## src/rtl/clk_div_gen.sv

```systemverilog
// Integer clock divider for the UART sampling clock: even/odd ratios, ratio 0/1 and
// Clk_En bypass, ratio updates only at period boundaries, plus a rising-edge tick.
//
// state  | meaning
// S_LOW  | divided clock low, counting low_len = N>>1 cycles
// S_HIGH | divided clock high, counting high_len = N - (N>>1) cycles
// (bypass overrides both: Div_Clk = CLK, state parked in S_LOW with cnt = 0)
module clk_div_gen #(
  parameter int RATIO_WIDTH = 8
) (
  input  logic                   CLK,
  input  logic                   RST,
  input  logic                   Clk_En,
  input  logic [RATIO_WIDTH-1:0] Div_Ratio,
  output logic                   Div_Clk,
  output logic                   Div_Tick
);

  localparam int CW = RATIO_WIDTH - 1;

  typedef enum logic {S_LOW = 1'b0, S_HIGH = 1'b1} state_t;

  state_t                 state, state_nxt;
  logic [CW-1:0]          cnt, cnt_nxt;
  logic [RATIO_WIDTH-1:0] act_ratio, ratio_nxt;
  logic                   tick_reg, tick_nxt;

  logic [RATIO_WIDTH-1:0] low_len;
  logic [RATIO_WIDTH-1:0] high_len;
  logic                   bypass;
  logic                   low_done;
  logic                   high_done;

  assign low_len   = act_ratio >> 1;
  assign high_len  = act_ratio - low_len;
  assign bypass    = !Clk_En || (act_ratio < RATIO_WIDTH'(2));
  assign low_done  = ({1'b0, cnt} == (low_len - RATIO_WIDTH'(1)));
  assign high_done = ({1'b0, cnt} == (high_len - RATIO_WIDTH'(1)));

  always_ff @(posedge CLK) begin
    if (RST) begin
      state     <= S_LOW;
      cnt       <= '0;
      act_ratio <= Div_Ratio;
      tick_reg  <= 1'b0;
    end else begin
      state     <= state_nxt;
      cnt       <= cnt_nxt;
      act_ratio <= ratio_nxt;
      tick_reg  <= tick_nxt;
    end
  end

  always_comb begin
    state_nxt = state;
    cnt_nxt   = cnt;
    ratio_nxt = act_ratio;
    tick_nxt  = 1'b0;
    if (bypass) begin
      // keep sampling the requested ratio so enable-rise starts with a fresh one
      state_nxt = S_LOW;
      cnt_nxt   = '0;
      ratio_nxt = Div_Ratio;
      tick_nxt  = Clk_En;
    end else begin
      case (state)
        S_LOW: begin
          if (low_done) begin
            state_nxt = S_HIGH;
            cnt_nxt   = '0;
            tick_nxt  = 1'b1;
          end else begin
            cnt_nxt = cnt + CW'(1);
          end
        end
        S_HIGH: begin
          if (high_done) begin
            state_nxt = S_LOW;
            cnt_nxt   = '0;
            ratio_nxt = Div_Ratio;
          end else begin
            cnt_nxt = cnt + CW'(1);
          end
        end
        default: begin
          state_nxt = S_LOW;
          cnt_nxt   = '0;
        end
      endcase
    end
  end

  // CLK passes straight through only in bypass; otherwise a registered level
  always_comb begin
    Div_Clk  = bypass ? CLK : (state == S_HIGH);
    Div_Tick = tick_reg;
  end

endmodule

```

## config.mk

```make
export PLATFORM = sky130hd
export DESIGN_NAME = clk_div_gen
export DESIGN_NICKNAME = d
export VERILOG_FILES = /design/src/rtl/clk_div_gen.sv
export SDC_FILE = /design/constraint.sdc
export NUM_CORES = 1
export LEC_CHECK = 0
export ABC_AREA = 1
export CAP_MARGIN = 20
export CORE_AREA = 2 2 71 73
export DETAILED_ROUTE_END_ITERATION = 8
export DIE_AREA = 0 0 73 75
export PLACE_DENSITY_LB_ADDON = 0.12
export REMOVE_ABC_BUFFERS = 1
export SYNTH_ARGS = -nofsm -noshare
export SYNTH_HDL_FRONTEND = slang
export SYNTH_SLANG_ARGS = --single-unit
```

## constraint.sdc

```tcl
create_clock -name CLK -period 3 [get_ports CLK]
set_input_delay 0.6 -clock CLK [delete_from_list [all_inputs] [get_ports CLK]]
set_output_delay 0.6 -clock CLK [all_outputs]
set_load 0.01 [all_outputs]
```

======== Word level (Yosys, flattened, before mapping) ========
Cells that the tools add are included.
storage, ports and cells
  register bits after elaboration ......... 17
  bits of input ports ..................... 11
  logic and storage cells ................. 31
cells by class
  add/subtract/negate cells ............... 4
  order comparisons ....................... 1
  equality and inequality tests ........... 2
  multiplexer cells ....................... 13
  bitwise logic cells ..................... 1
  reduce and logical (&&, ||, !) cells .... 6
operator list
  kind                 count
  $mux 8               4
  $eq 7x8->1           2
  $mux 7               2
  $pmux 7 s2           1
  $lt 8x2->1 const B   1
  $sub 7x1->8 const B  1
  $sub 8x1->8 const B  1
  $sub 8x7->8          1
  $add 7x1->7 const B  1
  $reduce_bool 3->1    2
  $mux 1               5
  $pmux 1 s2           1
  $reduce_and 2->1     1
  $reduce_or 2->1      1
  $logic_not 1->1      1
  $logic_or 1x1->1     1
  $not 1->1            1

======== Depth between registers and ports, before layout ========
  depth after elaboration ................. 7
  mapped depth ............................ 14

==> reports/results.ini <==
[placement]
place.gp.congestion = 0.766
io_buffer_count = 12
dp_hpwl_um = 2500

[floorplanning]
start_util_pct = 29.5
die_h_um = 75
core_area_mm2 = 0.00466
rows = 25
die-area_mm2 = 0.00548
num_io_pins = 13
die_w_um = 73

[synth]
yosys.area.top_type = edfxtp_1
avgSynthCellArea_um2 = 7.27
synthDistinctLibCells = 20
synth_top_area_share_pct = 17.5
seq_area_frac_synth_pct = 30.6
syn-cell-area_mm2 = 0.00137
syn_inst = 189
yosysWarnings = 0
synthTopCellsByArea = edfxtp_1, nand2_1, ha_1, dfxtp_1, inv_1
ys_ff_latch = 17

[clocking]
clock_latency_ps = 350
cts_tree = built
clkTransAtPathRegs_ps = 60

[sta]
skew_ps = 4.05
rsz0062_at_grt = false
setup_tns_ps = 0
finalSetupViolations = 0
drv_slew = 0
worst_pin_slew_ps = 366
slew_headroom_pct = 75.6
hold_violations = 0

[drt]
wl_per_cell_um = 11.3
drc_errors = 0
drt_iter0_drc = 25
routed_wl_um = 2990
detail-route-antenna-nets = 0
num_vias = 1154
vias_per_cell = 4.37
dr.pass1.iters = 4

[power_and_ir_drop]
internal_power_w = 0.000525
powerDensity_mw_per_mm2 = 441
peakVddDrop_v = 0.000316
p_switching_w = 0.000208
p_leak_nw = 0.801
pwr-share-seq_pct = 36.0
totalPowerFinal_w = 0.000733
switching_share_pct = 28.3
comb_power_share_pct = 23.6
power.share.clock_pct = 40.4

[cells_and_area]
finalNetCount = 239
diodes = 0
final_layout_size_suffix_gt1_share_pct = 6.67
area_delta_synth_final_pct = 21.0

[critical_path]
worstPathRequired_ps = 2400
crit_arrival_ps = 2320
critPathLaunchType = clock port
cp_slowest_cell = clkdlybuf4s50_1
critPathMaxFanout = 2
path_common_cell = clkbuf_8
end_kind = output pin
crit_chain = clkbuf_8 -> clkbuf_8 -> nand2_1 -> o21ai_0 -> clkdlybuf4s50_1
crit_type = clock port to output pin
crit_path_max_incr_delay_ps = 480
crit_buf_inv = 3
cp_top_family = buffers and inverters

[global_routing]
grt_pass1_vias = 1163
grt_overflow = 0
grt.total_usage_pct = 12.1
grt_pass1_wl_um = 5030
antenna_found_initial = 0
grt_max_degree = 10

[outcome]
status = completed

[flow_run]
drv_cap = 0

[hold_path]
hold_path_class = register to register

## per-stage QoR
| step | hold slack [ps] | instances | setup WS (ps) | cell area [um^2] | util (%) |
|---|---|---|---|---|---|
| global route | 541 | 264 | 4.58 | 1660 | 35.7 |
| global placement | 472 | 255 | 329 | 1560 | 33.5 |
| CTS | 499 | 262 | 55.8 | 1650 | 35.4 |
| finish | 494 | 264 | 77.2 | 1660 | 35.7 |
| floorplan | 452 | 189 | 639 | 1370 | - |
| detailed placement | 484 | 255 | 312 | 1560 | 33.5 |
## registers in the layout (all words and copies together) (netlist names)
register,cells
act_ratio,8
cnt,7
Div_Tick,1
state,1
## cells by family (layout without fill, tap and decap cells)
| family | after synthesis | count (layout) | synth area share (%) |
|---|---|---|---|
| and+or+nand+nor | 103 | 103 | 33.1 |
| adders and majority gates | 17 | 17 | 16.0 |
| buffers and inverters | 30 | 51 | 8.20 |
| xor gates and xnor gates | 15 | 15 | 9.56 |
| DFF | 17 | 17 | 30.6 |
| AOI/OAI and AO/OA | 7 | 7 | 2.55 |
## what timing repair did
item / in CTS / in global routing
resized for setup: 0 / 1
hold buffers: 0 / 0
setup endpoints to repair: 0 / 3
buffers inserted: 0 / 2
## metal layers
layer | global-route usage [%] | routed length, um | vias to the layer above
li1 | - | - | 629
met1 | 14.7 | 1490 | 510
met2 | 20.9 | 1410 | 13
met3 | 2.81 | 68 | 2
met4 | 4.73 | 16 | 0
met5 | 0 | 0 | -
## power by group through the flow
| stage | Clock (W) | Combinational (W) | Sequential, W |
|---|---|---|---|
| 2_1_floorplan | 0.0000117 | 0.000129 | 0.000266 |
| 3_3_place_gp | 0.0000278 | 0.000171 | 0.000269 |
| 3_5_place_dp | 0.0000278 | 0.000172 | 0.000269 |
| 4_1_cts | 0.000307 | 0.000173 | 0.000264 |
| 5_1_grt | 0.000322 | 0.000201 | 0.000265 |
| 6_report | 0.000296 | 0.000173 | 0.000264 |
## worst min-delay path, cell delays in order, from the launching register on
cell,delay [ps]
dfxtp_1,330
a21oi_1,40
nor2_1,90
## cell usage in the layout, fill, tap and decap left out
cell,netlist,final
a21oi_1,6,6
o21ai_0,1,1
nand4_1,3,3
buf_4,0,2
or2_0,1,1
clkbuf_1,0,1
ha_1,16,16
nand2_1,57,57
clkbuf_8,0,6
nor2_2,1,1
nand3b_1,2,2
nand3_2,2,2
and2_1,1,1
dfxtp_1,9,9
inv_2,0,1
or2_2,1,1
inv_1,30,29
xor2_1,7,7
fa_1,1,1
nand3_1,13,13
nor2_1,21,21
nand3_4,1,1
xnor2_1,8,8
edfxtp_1,8,8
clkdlybuf4s50_1,0,12
## path summary, 6_finish.rpt
path | start | endpoint | slack (ps) | cells after the start
max | CLK | Div_Clk | 80 | 5
min | state | state | 490 | 2
max reg2reg | act_ratio[1] | act_ratio[7] | 340 | 11
min reg2reg | state | state | 490 | 2
## area by class of cell
type                    instances  area, um^2
multi-input cells             142         841
flip-flops and latches         17         420
well taps                      54        67.6
repair buffers                 13         125
inverters                      30         113
clock buffers                   8        96.3
fillers                       488        3000
## cell usage after synthesis, drive strengths merged
cell type,instances
nor2,22
o21ai,1
inv,30
dfxtp,9
xnor2,8
nand3,16
fa,1
edfxtp,8
nand4,3
nand2,57
nand3b,2
a21oi,6
xor2,7
or2,2
ha,16
and2,1
(Power assumes the default switching activity.)
